**src/rtl/mac_result_capture.sv**
```systemverilog
// mac_result_capture
//   Watches the window marker that clears a multiply-accumulate unit and, at
//   the end of every complete window, captures the accumulator value together
//   with the window length (in cycles) into a small first-word-fall-through
//   result FIFO.
//
// Ports
//   clk         : sole clock, rising edge
//   rst         : asynchronous active-high reset
//   AccumReset  : window marker (same source that clears the MAC)
//   LocalReg    : running accumulator value, ACC_W bits
//   out_ready   : downstream accepts the head entry
//   clr_ovf     : clears the sticky overflow flag
//   out_valid   : FIFO not empty
//   out_data    : accumulation of the head entry (0 when empty)
//   out_len     : window length of the head entry (0 when empty)
//   fifo_level  : number of occupied entries
//   overflow    : sticky, set when a result had to be dropped
module mac_result_capture #(
    parameter int ACC_W = 32,
    parameter int DEPTH = 4
) (
    input  logic                   clk,
    input  logic                   rst,
    input  logic                   AccumReset,
    input  logic [ACC_W-1:0]       LocalReg,
    input  logic                   out_ready,
    input  logic                   clr_ovf,
    output logic                   out_valid,
    output logic [ACC_W-1:0]       out_data,
    output logic [7:0]             out_len,
    output logic [$clog2(DEPTH):0] fifo_level,
    output logic                   overflow
);

    localparam int PW = $clog2(DEPTH);
    localparam int LW = PW + 1;
    localparam int EW = ACC_W + 8;

    typedef enum logic [1:0] {
        SYNC  = 2'd0,
        HOLD  = 2'd1,
        ACCUM = 2'd2
    } state_t;

    state_t          state_q;
    logic [7:0]      len_q;
    logic [PW-1:0]   wr_ptr_q, wr_ptr_d;
    logic [PW-1:0]   rd_ptr_q, rd_ptr_d;
    logic [LW-1:0]   level_q, level_d;
    logic            ovf_q, ovf_d;
    logic [EW-1:0]   mem_q [DEPTH];

    logic            push, pop, full, do_write, drop;
    logic [EW-1:0]   head;

    // Window FSM: SYNC waits for the first marker so a window that was
    // already running when reset released is never reported.
    always_ff @(posedge clk or posedge rst) begin
        if (rst) begin
            state_q <= SYNC;
            len_q   <= 8'd0;
        end else begin
            case (state_q)
                SYNC: begin
                    if (AccumReset) state_q <= HOLD;
                end
                HOLD: begin
                    if (!AccumReset) begin
                        state_q <= ACCUM;
                        len_q   <= 8'd1;
                    end
                end
                ACCUM: begin
                    if (AccumReset) begin
                        state_q <= HOLD;
                    end else if (len_q != 8'hFF) begin
                        len_q <= len_q + 8'd1;
                    end
                end
                default: begin
                    state_q <= SYNC;
                    len_q   <= 8'd0;
                end
            endcase
        end
    end

    // The closing edge of a window is the push edge; LocalReg on that edge
    // is the final accumulation.
    assign push     = (state_q == ACCUM) && AccumReset;
    assign pop      = (level_q != '0) && out_ready;
    assign full     = (level_q == LW'(DEPTH));
    // When full, a push only fits if the head leaves on the same edge.
    assign do_write = push && (!full || pop);
    assign drop     = push && full && !pop;

    always_comb begin
        wr_ptr_d = wr_ptr_q;
        rd_ptr_d = rd_ptr_q;
        level_d  = level_q;
        ovf_d    = ovf_q;
        // Power-of-two depth: pointer increment wraps naturally.
        if (do_write) wr_ptr_d = wr_ptr_q + PW'(1);
        if (pop)      rd_ptr_d = rd_ptr_q + PW'(1);
        if (do_write && !pop)      level_d = level_q + LW'(1);
        else if (!do_write && pop) level_d = level_q - LW'(1);
        // A drop on the same edge as a clear leaves the flag set.
        if (drop)         ovf_d = 1'b1;
        else if (clr_ovf) ovf_d = 1'b0;
    end

    always_ff @(posedge clk or posedge rst) begin
        if (rst) begin
            wr_ptr_q <= '0;
            rd_ptr_q <= '0;
            level_q  <= '0;
            ovf_q    <= 1'b0;
        end else begin
            wr_ptr_q <= wr_ptr_d;
            rd_ptr_q <= rd_ptr_d;
            level_q  <= level_d;
            ovf_q    <= ovf_d;
        end
    end

    // Storage needs no reset: contents are only visible through level_q.
    genvar gi;
    generate
        for (gi = 0; gi < DEPTH; gi++) begin : g_entry
            always_ff @(posedge clk) begin
                if (do_write && (wr_ptr_q == PW'(gi))) begin
                    mem_q[gi] <= {len_q, LocalReg};
                end
            end
        end
    endgenerate

    assign head       = mem_q[rd_ptr_q];
    assign out_valid  = (level_q != '0);
    // Masked so that an empty (or resetting) FIFO presents zeros.
    assign out_data   = out_valid ? head[ACC_W-1:0] : '0;
    assign out_len    = out_valid ? head[EW-1:ACC_W] : 8'd0;
    assign fifo_level = level_q;
    assign overflow   = ovf_q;

endmodule

```
**config.mk**
```make
export PLATFORM = sky130hd
export DESIGN_NAME = mac_result_capture
export DESIGN_NICKNAME = d
export VERILOG_FILES = /design/src/rtl/mac_result_capture.sv
export SDC_FILE = /design/constraint.sdc
export NUM_CORES = 1
export LEC_CHECK = 0
export BUFFER_PORTS_ARGS = -buffer_cell sky130_fd_sc_hd__buf_4
export CORE_ASPECT_RATIO = 0.8
export CORE_MARGIN = 4
export CORE_UTILIZATION = 60
export DETAILED_ROUTE_END_ITERATION = 8
export PLACE_DENSITY_LB_ADDON = 0.08
export SYNTH_ARGS = -nofsm -noshare
export SYNTH_HDL_FRONTEND = slang
export SYNTH_SLANG_ARGS = --single-unit
export TNS_END_PERCENT = 5
```
**constraint.sdc**
```tcl
create_clock -name clk -period 5.3 [get_ports clk]
set_input_delay 0 -clock clk [delete_from_list [all_inputs] [get_ports clk]]
set_output_delay 0 -clock clk [all_outputs]
set_load 0.02 [all_outputs]
```
==> results of run 1 <==
[state kept, by name, indices dropped and copies added (netlist names)]
signal	flops
state_q	2
len_q	8
overflow	1
wr_ptr_q	2
fifo_level	3
mem_q	160
rd_ptr_q	2
[cell usage in the layout, fill, tap and decap left out, types with 4 or more instances in the layout]
master         count
buf_4             83
mux4_2            40
nand3_1            4
o21ai_0            4
dlygate4sd3_1     37
edfxtp_1         160
nand2_1            9
clkinvlp_4         4
xnor2_1            4
clkinv_4           4
and2_2             4
clkbuf_16         17
dfrtp_1           16
nor2_1             6
a21oi_1            5
ha_1              10
inv_1              8
and2_1            40
[per-stage QoR]
stage	util	hold slack (ns)
finish	0.758	0.270
global route	0.758	0.321
CTS	0.758	0.279
detailed placement	0.680	0.167
global placement	0.680	0.159
floorplan	-	-0.0614
[final timing paths]
kind	from	end	slack, ns	depth (start not counted)
worst max-delay path	state_q[0]	mem_q[0][14]	2.58	5
worst min-delay path	rst	fifo_level[0]	0.27	3
worst max register to register	state_q[0]	mem_q[0][14]	2.58	5
worst min register to register	fifo_level[2]	fifo_level[2]	0.55	1
max in group asynchronous	rst	rd_ptr_q[1]	4.53	3
min in group clk	LocalReg[25]	mem_q[0][25]	0.32	2
[repair_timing]
item                                   in CTS  in global routing
hold buffers                               37                  0
endpoints found under the hold margin     152                  0
buffers inserted                            0                  0
[cell type report]
cell class | instances | area share
Sequential cell | 178 | 0.598
Multi-Input combinational cell | 163 | 0.204
Clock buffer | 17 | 0.0484
Clock inverter | 15 | 0.0125
Inverter | 8 | 0.00341
Tap cell | 148 | 0.0210
Timing Repair Buffer | 120 | 0.113
[metal layers]
metal	global-route usage	share of wire
met2	0.353	0.53
met5	0	0
met3	0.0456	0.055
met1	0.265	0.40
met4	0.0705	0.016
[cell families after synthesis]
kind of cell             after synthesis  share of synthesized area
AND/OR/NAND/NOR                       78                     0.0670
adder cells (fa/ha/maj)               11                     0.0202
multiplexers                          44                      0.132
AO/OA/AOI/OAI                         24                     0.0235
XOR/XNOR                               6                    0.00733
flip-flops                           178                      0.733
buffers and inverters                 27                     0.0178
[power by group]
part	internal [uW]	leakage (uW)	switching (uW)
sequential	1620	0.00171	156
clock	601	0.000253	521
combinational	750	0.00120	742
total	2970	0.00316	1420
[worst register-to-register path, stage by stage (launching register included)]
cell	delay, ns
dfrtp_1	0.40
inv_1	0.10
ha_1	0.41
nand2_1	0.09
nor2_1	0.35
and2_2	0.95
==> impl_metrics.yaml, run 1 <==
finish:
  regArea_sq_mm: 0.00526
  multi_input_area_sq_mm: 0.00180
  design_area_sq_mm: 0.00880
  drive_gt1_frac: 0.335
  finalNonFillerCells: 649
  num-nets-final: 536
  nFillCells: 656
  diodes: 0
  area_growth_pct: 22.6
routing:
  drt_pre_antenna_iters: 4
  via_per_inst: 5.76
  drtIter0Drc: 205
  drt-total-wl_microns: 13400
  ant_nets: 0
  via_count: 3736
  post-route-drc-count: 0
  wire_per_inst_microns: 20.7
clock_network:
  cts-htree-levels: 4
  cts-root-buf: "clkbuf_16"
  cts.sinks: 178
  cts_resized: 0
  insertion_delay_ns: 0.42
  cts_buffer_depth: 2
  cts.clk_slew.worst_paths_ns: 0.07
  cts_buffers: 17
  cts_tree: "built"
power_and_ir_drop:
  p_leak_uw: 0.00316
  power_uw: 4390
  vdd_drop_max_mv: 0.294
  p_per_area_mw_per_mm2: 499
status:
  status: "finished, final reports clean"
floorplan:
  die_y_microns: 106
  rows: 35
  io_pins: 82
  die_x_microns: 130
  start_util: 0.618
  core_area_sq_mm: 0.0116
  die_area_sq_mm: 0.0138
critical_path:
  worstPathMaxFanout: 40
  cpMaxStageDelayCell: "and2_2"
  arrival_ns: 2.75
  crit_buf_inv: 1
  end_kind: "flop"
  startpoint_type: "flop"
  required_ns: 5.33
  critical_path.top_delay_family: "simple AND/OR/NAND/NOR gates"
  critPathKind: "reg -> reg"
  cpPeakStageDelay_ns: 0.95
  cp_cell_sequence: "inv_1, ha_1, nand2_1, nor2_1, and2_2"
global_routing:
  overflow: 0
  grtUsageTotal: 0.207
  grt_first_pass_wirelength_microns: 21100
  grt_pass1_vias: 3918
  antenna_found_initial: 0
  grt_max_degree: 44
placement:
  io_buffers: 81
  dp_hpwl_microns: 7310
  dp_cells: 580
  place_area_sq_mm: 0.00789
  dp_slack_ns: 2.53
  gp_congestion: 0.799
synth:
  synth_area_sq_mm: 0.00717
  synth_top_cell_by_area: "edfxtp_1"
  avgSynthCellArea_sq_um: 19.5
  ys_types: 42
  synthMostInstantiatedCell: "edfxtp_1"
  yosys-top-cells-count: "160 x edfxtp_1, 44 x and2_1, 40 x mux4_2"
  yosys-top-cells-area: "edfxtp_1 67%, mux4_2 13%, dfrtp_1 6.3%"
  synthCells: 368
  async_reset_ff_frac: 0.101
  ys_seq_area_frac: 0.733
  ys_seq_elements: 178
  synth_top_area_share: 0.670
  synth_edf_count: 160
  synth_flop_cell: "edfxtp_1"
  syn_nets: 416
  synth_warnings: 0
sta:
  period_share: 0.513
  layout_min_cycle_time_ns: 2.72
  tightest_slew_ns: 1.09
  relSlewSlack: 0.276
  finalSetupViolCount: 0
  slew_violations: 0
  tns_ns: 0
  finClkSkew_ns: 0.00913
  finalWorstSetupSlack_ns: 2.58
  grt_setup_unrepaired: "false"
  hold_viol: 0
  fmax_mhz: 367
run:
  cap_viol_max_count: 0
hold_path:
  hold_path.class: "in -> async"
No activity file was read; power rests on OpenSTA's default activity.
==> inputs of run 2 (changes only) <==
Settings changed: CORE_UTILIZATION 60 to 52.
Clock period 5.3 ns to 2.5 ns, I/O delays scaled along.
==> impl_metrics.yaml, run 2 (same netlist as run 1, synthesis figures left out) <==
placement:
  io_buffers: 81
  dp_hpwl_microns: 7840
  gp_congestion: 0.777
  place_area_sq_mm: 0.00798
floorplan:
  rows: 38
  die_y_microns: 113
  io_pins: 82
  core_area_sq_mm: 0.0136
  die_x_microns: 139
  start_util: 0.529
  die_area_sq_mm: 0.0157
sta:
  tightest_slew_ns: 1.14
  relSlewSlack: 0.237
  grt_setup_unrepaired: "false"
  layout_min_cycle_time_ns: 2.28
  hold_viol: 0
  finClkSkew_ns: 0.00932
  fmax_mhz: 438
  period_share: 0.913
  slew_violations: 0
  finalSetupViolCount: 0
routing:
  post-route-drc-count: 0
  drt-total-wl_microns: 13500
  wire_per_inst_microns: 19.7
  drt_pre_antenna_iters: 4
  ant_nets: 0
  drtIter0Drc: 262
  via_count: 3730
  via_per_inst: 5.44
clock_network:
  cts_resized: 0
  cts.clk_slew.worst_paths_ns: 0.06
  cts-htree-levels: 4
  cts_tree: "built"
  post_cts_buffers: 0
  cts_buffers: 17
  cts-root-buf: "clkbuf_16"
  insertion_delay_ns: 0.42
  cts.sinks: 178
  cts_buffer_depth: 2
power_and_ir_drop:
  p_leak_uw: 0.00322
  p_per_area_mw_per_mm2: 1070
  vdd_drop_max_mv: 0.599
  power_uw: 9540
finish:
  num-nets-final: 543
  diodes: 0
  drive_gt1_frac: 0.330
  top_register: "mem_q"
  regArea_sq_mm: 0.00526
  nFillCells: 945
  area_growth_pct: 24.2
  multi_input_area_sq_mm: 0.00180
  final_cell_mix: "160 x edfxtp_1, 90 x buf_4, 40 x mux4_2, 40 x and2_1, 37 x dlygate4sd3_1"
  design_area_sq_mm: 0.00891
  mostFrequentLayoutCell: "edfxtp_1"
  largest_reg_flops: 160
critical_path:
  rr_worst_depth: 7
  timing.rr.start: "fifo_level[0]"
  required_ns: 2.81
  cpMaxStageDelayCell: "nor4b_1"
  cpPeakStageDelay_ns: 0.48
  ff2ff_setup_slack_ns: 0.22
  worstPathMaxFanout: 8
  critPathKind: "reg -> reg"
  end_kind: "flop"
  arrival_ns: 2.59
  critical_path.top_delay_family: "adder cells"
  r2r_end: "fifo_level[1]"
  crit_buf_inv: 2
  startpoint_type: "flop"
  cp_cell_sequence: "nor4b_1, nor2_1, buf_4, ha_1, inv_1, fa_1, mux2_2"
global_routing:
  grt_first_pass_wirelength_microns: 21600
  antenna_found_initial: 0
  grt_pass1_vias: 4007
  grt_max_degree: 43
  grtUsageTotal: 0.183
  overflow: 0
run:
  cap_viol_max_count: 0
hold_path:
  hold_path.class: "in -> async"
status:
  status: "finished, final reports clean"
## run 2: cell types whose count changed in the layout (fill, tap and decap cells not counted), sizes merged
| cell | delta |
|---|---|
| clkbuf | +5 |
| bufinv | +3 |
| inv | -3 |
| clkinvlp | -4 |
| clkinv | -3 |
| buf | +7 |
## run 2: final cells by class
| cell class | count | share of cell area |
|---|---|---|
| clock buffer | 22 | 0.0498 |
| clock inverter | 8 | 0.0126 |
| inverter | 8 | 0.00337 |
| multi-input combinational | 163 | 0.201 |
| sequential | 178 | 0.590 |
| tap | 180 | 0.0253 |
| timing repair buffer | 127 | 0.117 |
## run 2: per-layer routing
layer	GRT usage	wire length, microns	up-vias
met5	0	0	-
met4	0.0684	165	0
met3	0.0448	580	15
met2	0.303	6840	94
met1	0.241	5930	1915
li1	-	-	1706
## run 2: timing repair
action,4_1_cts,5_1_grt
hold buffers,37,0
endpoints found under the hold margin,152,0
endpoints found under the setup margin,0,0
## run 2: how the worst max path moves through the flow
| stage | start | endpoint | slack, ns | depth (start not counted) |
|---|---|---|---|---|
| after detailed placement | state_q[0] | mem_q[0][23] | 0.19 | 6 |
| after global routing | state_q[0] | mem_q[0][18] | 0.05 | 6 |
| final | fifo_level[0] | fifo_level[1] | 0.22 | 7 |
| after floorplan | state_q[0] | mem_q[3][0] | -0.10 | 6 |
| after CTS | state_q[0] | mem_q[3][34] | 0.18 | 6 |
| after global placement | state_q[0] | mem_q[1][23] | 0.22 | 6 |
## run 2: worst min-delay path, stage by stage
cell,delay (ns)
dlygate4sd3_1,0.53
buf_4,0.13
inv_1,0.54
## run 2: through the flow
stage               cells  TNS, ns  worst slack [ns]  hold slack (ns)   util
floorplan             368   -12.56            -0.105          -0.0614      -
global placement      619        0             0.216            0.162  0.589
detailed placement    619        0             0.185            0.176  0.589
CTS                   686        0             0.182            0.268  0.658
global route          686        0            0.0493            0.307  0.658
finish                686        0             0.216            0.262  0.658
## run 2: power breakdown
group | total, uW | switching (uW) | leakage, uW | internal (uW)
Combinational | 3410 | 1770 | 0.00123 | 1640
Sequential | 3590 | 147 | 0.00171 | 3440
Clock | 2540 | 989 | 0.000273 | 1550
==> inputs of run 3 (changes only) <==
Settings changed: BUFFER_PORTS_ARGS -buffer_cell sky130_fd_sc_hd__buf_4 to -buffer_cell sky130_fd_sc_hd__buf_2, CORE_MARGIN 4 to 10, CORE_UTILIZATION 52 to 58.
Clock period 2.5 ns to 2.55 ns, I/O delays scaled along.
==> impl_metrics.yaml, run 3 (same netlist as run 1, synthesis figures left out) <==
sta:
  tns_ns: 0
  period_share: 0.906
  relSlewSlack: 0.266
  tightest_slew_ns: 1.10
  hold_viol: 0
  whs_ns: 0.245
  fmax_mhz: 433
  finalSetupViolCount: 0
  slew_violations: 0
  layout_min_cycle_time_ns: 2.31
  grt_setup_unrepaired: "false"
  finClkSkew_ns: 0.00546
run:
  cap_viol_max_count: 0
power_and_ir_drop:
  vdd_drop_max_mv: 0.734
  p_leak_uw: 0.00315
  p_per_area_mw_per_mm2: 1040
critical_path:
  cpMaxStageDelayCell: "and2_2"
  worstPathMaxFanout: 40
  timing.rr.start: "state_q[0]"
  required_ns: 2.58
  critPathKind: "reg -> reg"
  end_kind: "flop"
  cp_cell_sequence: "inv_1, ha_1, nand2_1, nor2_1, buf_4, and2_2"
  startpoint_type: "flop"
  startpoint: "state_q[0]"
  cpPeakStageDelay_ns: 0.86
  arrival_ns: 2.34
global_routing:
  busiest_layer: "met2"
  met1_usage: 0.226
  grt_pass1_vias: 3947
  overflow: 0
  grtUsageTotal: 0.170
  antenna_found_initial: 0
  grt_util_met2: 0.261
  use_met3: 0.0532
  grt_max_degree: 43
  grt_first_pass_wirelength_microns: 22200
clock_network:
  cts-htree-levels: 4
  cts.sinks: 178
  post_cts_buffers: 0
  cts.clk_slew.worst_paths_ns: 0.06
  cts_buffer_depth: 2
  insertion_delay_ns: 0.42
  cts_resized: 0
  cts_tree: "built"
  cts-root-buf: "clkbuf_16"
  cts_buffers: 17
routing:
  via_per_inst: 5.63
  drtIter0Drc: 285
  ant_nets: 0
  via_count: 3713
  drt-total-wl_microns: 13700
  drt_pre_antenna_iters: 4
  wire_per_inst_microns: 20.8
  post-route-drc-count: 0
floorplan:
  die_y_microns: 119
  core_area_sq_mm: 0.0122
  die_x_microns: 144
  rows: 36
  io_pins: 82
  start_util: 0.590
  die_area_sq_mm: 0.0172
placement:
  dp_hpwl_microns: 8190
  place_area_sq_mm: 0.00776
  io_buffers: 81
  gp_congestion: 0.770
hold_path:
  hold_path.class: "in -> async"
finish:
  num-nets-final: 542
  regArea_sq_mm: 0.00526
  mostFrequentLayoutCell: "edfxtp_1"
  top_register: "mem_q"
  multi_input_area_sq_mm: 0.00180
  area_growth_pct: 20.9
  drive_gt1_frac: 0.333
  design_area_sq_mm: 0.00867
  largest_reg_flops: 160
  nFillCells: 773
  diodes: 0
  final_cell_mix: "160 x edfxtp_1, 81 x buf_2, 40 x mux4_2, 40 x and2_1, 37 x dlygate4sd3_1"
status:
  status: "finished, final reports clean"
==> run 3: metrics by stage <==
stage	power, uW	std cells	setup slack (ns)	util
finish	9020	659	0.240	0.713
CTS	9120	659	0.201	0.713
floorplan	5740	368	-0.0547	-
detailed placement	6730	590	0.211	0.638
global route	9500	659	0.0580	0.713
global placement	6670	590	0.272	0.638
==> run 3: power by group <==
group          switching, uW  internal, uW
Sequential               164          3370
Combinational           1730          1390
Clock                    984          1370
Total                   2880          6140
==> run 3: path summary, 6_finish.rpt <==
| check | cells past startpoint | slack [ns] | end |
|---|---|---|---|
| setup reg to reg | 6 | 0.24 | mem_q[3][39] |
| hold / removal | 3 | 0.25 | fifo_level[2] |
| setup / recovery | 6 | 0.24 | mem_q[3][39] |
| min in group clk | 2 | 0.32 | mem_q[1][20] |
| max in group asynchronous | 3 | 1.80 | rd_ptr_q[1] |
| hold reg to reg | 1 | 0.51 | fifo_level[2] |
==> run 3: area by class of cell <==
class	instances	share of cell area
Sequential cell	178	0.606
Multi-Input combinational cell	163	0.207
Timing Repair Buffer	126	0.0992
Clock buffer	27	0.0591
Tap cell	152	0.0219
Inverter	8	0.00346
Clock inverter	5	0.00303
==> run 3: what timing repair did <==
item / in CTS / in global routing
hold buffers: 37 / 0
endpoints found under the hold margin: 152 / 0
endpoints found under the setup margin: 0 / 0
==> run 3: metal layers <==
layer	wire (microns)	vias to the layer above
li1	-	1708
met5	0	-
met3	786	17
met4	176	0
met2	6760	94
met1	6000	1894
==> run 3: worst max-delay path, delay by kind of cell (launching register included) <==
kind                       cells  cell delay, ns
adders and majority gates      1            0.17
buffers and inverters          2            0.27
DFF                            1            0.41
and+or+nand+nor                3            1.02
